### config.mk
export PLATFORM = sky130hd
export DESIGN_NAME = inst_prefetch
export DESIGN_NICKNAME = d
export VERILOG_FILES = /design/src/rtl/inst_prefetch.sv
export SDC_FILE = /design/constraint.sdc
export NUM_CORES = 1
export LEC_CHECK = 0
export CELL_PAD_IN_SITES_DETAIL_PLACEMENT = 1
export CELL_PAD_IN_SITES_GLOBAL_PLACEMENT = 1
export CORE_MARGIN = 2
export CORE_UTILIZATION = 50
export DETAILED_ROUTE_END_ITERATION = 10
export DONT_BUFFER_PORTS = 1
export PLACE_DENSITY_LB_ADDON = 0.1
export REMOVE_ABC_BUFFERS = 1
export SYNTH_ARGS = -nofsm -noshare
export SYNTH_HDL_FRONTEND = slang
export SYNTH_SLANG_ARGS = --single-unit
### constraint.sdc
create_clock -name clka -period 5.3 [get_ports clka]
set_input_delay 1.06 -clock clka [delete_from_list [all_inputs] [get_ports clka]]
set_output_delay 1.06 -clock clka [all_outputs]
set_load 0.02 [all_outputs]
### src/rtl/inst_prefetch.sv
// Instruction prefetch: two-word fetch from program RAM into a small FIFO.
// Define FETCH_CNT_EN to add the fetch_cnt handshake counter output.
module inst_prefetch #(
    parameter int            AW       = 10,
    parameter int            DEPTH    = 4,
    parameter logic [AW-1:0] RESET_PC = '0
) (
    input  logic          clka,
    input  logic          rst,
    input  logic          fetch_en,
    input  logic          redirect_valid,
    input  logic [AW-1:0] redirect_pc,
    output logic          mem_en,
    output logic [AW-1:0] mem_addr,
    input  logic [15:0]   mem_data,
    output logic          inst_valid,
    input  logic          inst_ready,
    output logic [7:0]    inst_op,
    output logic [7:0]    inst_regnum,
    output logic [15:0]   inst_arg,
    output logic [AW-1:0] inst_pc
`ifdef FETCH_CNT_EN
    ,
    output logic [15:0]   fetch_cnt
`endif
);
    localparam int PW = (DEPTH > 1) ? $clog2(DEPTH) : 1;
    localparam int CW = $clog2(DEPTH) + 1;
    localparam int EW = 32 + AW;

    typedef enum logic [1:0] {
        FETCH_HI,
        FETCH_LO,
        COMPLETE
    } state_t;

    state_t        r_state;
    logic [AW-1:0] r_pc;
    logic [15:0]   r_hi;
    logic [EW-1:0] r_fifo [DEPTH];
    logic [PW-1:0] r_wr;
    logic [PW-1:0] r_rd;
    logic [CW-1:0] r_count;

    logic          w_push;
    logic          w_pop;
    logic          w_issue_hi;
    logic          w_issue_b2b;
    logic [CW-1:0] w_cnt_nxt;
    logic [EW-1:0] w_head;

    assign inst_valid  = (r_count != '0);
    assign w_pop       = inst_valid && inst_ready && !redirect_valid;
    assign w_push      = (r_state == COMPLETE) && !redirect_valid;
    assign w_cnt_nxt   = r_count + CW'(w_push) - CW'(w_pop);
    assign w_issue_hi  = (r_state == FETCH_HI) && fetch_en
                         && (r_count < CW'(DEPTH));
    assign w_issue_b2b = w_push && fetch_en && (w_cnt_nxt < CW'(DEPTH));
    assign w_head      = r_fifo[r_rd];

    // Fields read as zero whenever the FIFO is empty, including reset.
    assign {inst_op, inst_regnum, inst_arg, inst_pc} =
        inst_valid ? w_head : '0;

    always_comb begin
        mem_en   = 1'b0;
        mem_addr = '0;
        if (!rst && !redirect_valid) begin
            unique case (r_state)
                FETCH_HI: begin
                    if (w_issue_hi) begin
                        mem_en   = 1'b1;
                        mem_addr = r_pc;
                    end
                end
                FETCH_LO: begin
                    mem_en   = 1'b1;
                    mem_addr = r_pc + AW'(1);
                end
                COMPLETE: begin
                    if (w_issue_b2b) begin
                        mem_en   = 1'b1;
                        mem_addr = r_pc + AW'(2);
                    end
                end
                default: ;
            endcase
        end
    end

    always_ff @(posedge clka or posedge rst) begin
        if (rst) begin
            r_state <= FETCH_HI;
            r_pc    <= RESET_PC;
            r_hi    <= '0;
            r_count <= '0;
            r_wr    <= '0;
            r_rd    <= '0;
        end else if (redirect_valid) begin
            r_state <= FETCH_HI;
            r_pc    <= redirect_pc;
            r_count <= '0;
            r_wr    <= '0;
            r_rd    <= '0;
        end else begin
            unique case (r_state)
                FETCH_HI: begin
                    if (w_issue_hi) r_state <= FETCH_LO;
                end
                FETCH_LO: begin
                    r_hi    <= mem_data;
                    r_state <= COMPLETE;
                end
                COMPLETE: begin
                    r_pc    <= r_pc + AW'(2);
                    r_state <= w_issue_b2b ? FETCH_LO : FETCH_HI;
                end
                default: r_state <= FETCH_HI;
            endcase
            if (w_push) r_wr <= r_wr + PW'(1);
            if (w_pop)  r_rd <= r_rd + PW'(1);
            r_count <= w_cnt_nxt;
        end
    end

    always_ff @(posedge clka) begin
        if (w_push) r_fifo[r_wr] <= {r_hi, mem_data, r_pc};
    end

    // Every issue reserves a slot, so a push can never overflow.
    always @(posedge clka) begin
        if (!rst) begin
            assert (!(w_push && !w_pop && r_count == CW'(DEPTH)));
        end
    end

`ifdef FETCH_CNT_EN
    logic [15:0] r_fetch_cnt;

    always_ff @(posedge clka or posedge rst) begin
        if (rst)        r_fetch_cnt <= '0;
        else if (w_pop) r_fetch_cnt <= r_fetch_cnt + 16'd1;
    end

    assign fetch_cnt = r_fetch_cnt;
`endif

endmodule

==> impl_metrics.csv <==
group,metric,value,unit
outcome,status,"completed",
clock_network,clk_pin_slew_worst_paths,0.06,ns
critical_path,rr_worst_depth,12,
critical_path,r2r_slack,2.31,ns
route,via_per_inst,5.768,
logic_synthesis,synth-edff-count,168,
clock_network,htreeDepth,1,
job,max_cap_violations,0,
logic_synthesis,yosys-top-cells-area,"edfxtp_1 60%, mux4_2 11%, dfrtp_1 10%, and2_1 3.4%, mux2_2 2.1%",
critical_path,path_delay_family,"simple AND/OR/NAND/NOR gates",
clock_network,cts_buffers,22,
timing,clock.fmax,204.2,MHz
clock_network,cts_root_buffer,"clkbuf_16",
worst_hold_path,hold_path.class,"reg2reg",
route,drt-pass1-iter-count,5,
logic_synthesis,seq_area_frac_synth,0.7043,
route,drc_errors,0,
clock_network,worstSkewPairLatency,0.50,ns
logic_synthesis,synthMostInstantiatedCell,"edfxtp_1",
floorplan,io-pin-count,85,
floorplan,dieArea,0.01787,mm²
critical_path,start_kind,"flop",
critical_path,slowest_delay,0.55,ns
floorplan,dieHeight,133.7,µm
critical_path,path_cells,"or3_2 -> nand2_1 -> nor2_1 -> ha_1 -> inv_1 -> ha_1 -> inv_1 -> fa_1 -> xnor3_1 -> and3_1 -> a2111oi_0 -> a211oi_1 -> buf_4",
critical_path,critPathLaunch,"r_count[1]$_DFF_PP0_",
timing,setup_ws,0.4017,ns
timing,period_needed,4.898,ns
timing,rsz0062_at_grt,"no",
global_route,antenna_found_initial,0,
worst_hold_path,hold_depth,0,
global_route,grtUsageTotal,0.1946,
placement,routabilityCongestion,0.8262,
route,wl_per_cell,22.92,µm
timing,setup_tns,0,ns
critical_path,r2r_start,"r_count[1]$_DFF_PP0_",
floorplan,die_w,133.7,µm
critical_path,crit_slowest_cell,"a2111oi_0",
logic_synthesis,synth_area,0.008407,mm²
timing,period_share,0.9242,
final_layout,syn_to_final_growth,11.13,%
final_layout,drive_gt1_frac,0.2240,
worst_hold_path,holdPathEnd,"r_fifo[3][38]$_DFFE_PP_",
clock_network,clock-sinks,203,
clock_network,clk_path_buf_depth,3,
timing,skew,0.01778,ns
critical_path,crit_required,4.24,ns
logic_synthesis,async_reset_ff_frac,0.1724,
critical_path,arrival,3.84,ns
clock_network,post_cts_buffers,0,
timing,worst_pin_slew,0.9550,ns
logic_synthesis,ys_warn_count,0,
global_route,grt_pass1_wl,26450,µm
logic_synthesis,ys_types,44,
pwr,p_leak,3.066,nW
logic_synthesis,synth_seq_cells,203,
route,via_count,4205,
global_route,overflow,0,
clock_network,hold_buffers,0,
critical_path,crit_fanout,11,
timing,slew_headroom,0.3633,
critical_path,cp-end-kind,"primary output",
floorplan,rows,47,
logic_synthesis,synth_top_cell_area_share,0.6001,
final_layout,fin_nets,533,
logic_synthesis,ys.flop_type,"edfxtp_1",
route,drtIter0Drc,253,
global_route,grt_max_degree,45,
pwr,ir_worst_vdd,0.3367,mV
pwr,power_density,458.8,mW/mm²
timing,setup_viol_count_final,0,
logic_synthesis,syn_inst,484,
clock_network,cts_tree,"yes",
route,drtAntennaViolNets,0,
placement,io_buffers,0,
clock_network,cts.repair.resized,0,
timing,final_hold_viol_count,0,
critical_path,critical_path_class,"reg2out",
timing,slew_viol_final,0,
critical_path,crit_buf_inv,3,
floorplan,design.core.area,0.01652,mm²
worst_hold_path,min_from,"r_hi[12]$_DFFE_PP0P_",
final_layout,n_antenna_cell,0,
floorplan,start_util,0.5087,
logic_synthesis,ys_top_cells_by_count,"168 x edfxtp_1, 46 x and2_1, 42 x mux4_2",
placement,place_ws,0.4796,ns
critical_path,r2r_end,"r_state[0]$_DFFE_PP0P_",
logic_synthesis,yosysTopAreaCell,"edfxtp_1",
placement,hpwl,9861,µm
route,drt_wl_total,16710,µm
logic_synthesis,syn_avg_cell_area,17.37,µm²
global_route,grt_pass1_vias,4582,
[where the power goes]
group / internal, mW / switching [mW]
Sequential: 1.91 / 0.190
Clock: 0.819 / 0.581
Combinational: 0.327 / 0.461
Total: 3.05 / 1.23
[sequential cells by signal, indices dropped and copies added, names as in the netlist]
name / count
r_rd: 2
r_hi: 16
r_fifo: 168
r_count: 3
r_wr: 2
r_pc: 10
r_state: 2
[placed cells by master, fill, tap and decap left out, types with 2 or more instances in the layout]
| master | n |
|---|---|
| or3_1 | 4 |
| a21oi_1 | 7 |
| ha_1 | 8 |
| mux4_2 | 42 |
| o21a_1 | 5 |
| nand4_1 | 2 |
| and2_1 | 42 |
| clkbuf_1 | 4 |
| clkinv_2 | 4 |
| buf_4 | 12 |
| edfxtp_1 | 168 |
| and3_1 | 3 |
| nor2b_1 | 2 |
| clkbuf_16 | 22 |
| dfrtp_1 | 33 |
| xor2_1 | 2 |
| inv_1 | 8 |
| a31oi_1 | 6 |
| o21ai_0 | 20 |
| xnor2_1 | 11 |
| a211oi_1 | 2 |
| nand3_1 | 4 |
| mux2_2 | 16 |
| nand2b_1 | 2 |
| nor2_1 | 14 |
| and2_2 | 4 |
| nand2_1 | 21 |
| clkbuf_8 | 4 |
| mux2i_1 | 2 |
| nor3_1 | 8 |
| clkinv_1 | 6 |
[metrics by stage]
stage                     instance area (µm²)  utilization  power (mW)  hold WS (ns)  instances
after floorplan                          8290            -       2.726        0.4724        457
after global placement                   8667       0.5245       2.914        0.4859        689
after detailed placement                 8667       0.5245       2.946        0.4998        689
after CTS                                9343       0.5654       4.356        0.5082        729
after global routing                     9343       0.5654       4.476        0.5315        729
final                                    9343       0.5654       4.287        0.5041        729
[layout make-up]
cell class | instances | area, µm²
Sequential cell | 203 | 5926
Tap cell | 220 | 275.3
Clock buffer | 30 | 620.6
Timing Repair Buffer | 12 | 90.09
Multi-Input combinational cell | 245 | 2342
Fill cell | 1490 | 7182
Clock inverter | 10 | 55.05
Inverter | 9 | 33.78
[how the worst max path moves through the flow]
stage	endpoint	cells past startpoint
final	mem_addr[3]	13
after global routing	mem_addr[3]	13
after CTS	mem_addr[3]	13
after detailed placement	mem_addr[3]	12
after global placement	mem_addr[6]	11
after floorplan	mem_addr[3]	12
[per-layer routing]
layer / global-route usage / share of wire / up-vias
li1: - / - / 1883
met1: 0.2588 / 0.43 / 2201
met2: 0.3325 / 0.51 / 93
met3: 0.03463 / 0.042 / 28
met4: 0.05733 / 0.022 / 0
met5: 0 / 0 / -
[cell families (layout without fill, tap and decap cells)]
| family | Yosys count | count (layout) | synth area share |
|---|---|---|---|
| xor gates and xnor gates | 14 | 14 | 0.01622 |
| muxes | 60 | 60 | 0.1363 |
| adders and majority gates | 9 | 9 | 0.01429 |
| DFF | 203 | 203 | 0.7043 |
| and+or+nand+nor | 116 | 116 | 0.07754 |
| buffers and inverters | 36 | 61 | 0.01786 |
| AOI/OAI and AO/OA | 46 | 46 | 0.03349 |
Note: power is estimated with default switching activity, not from simulation.
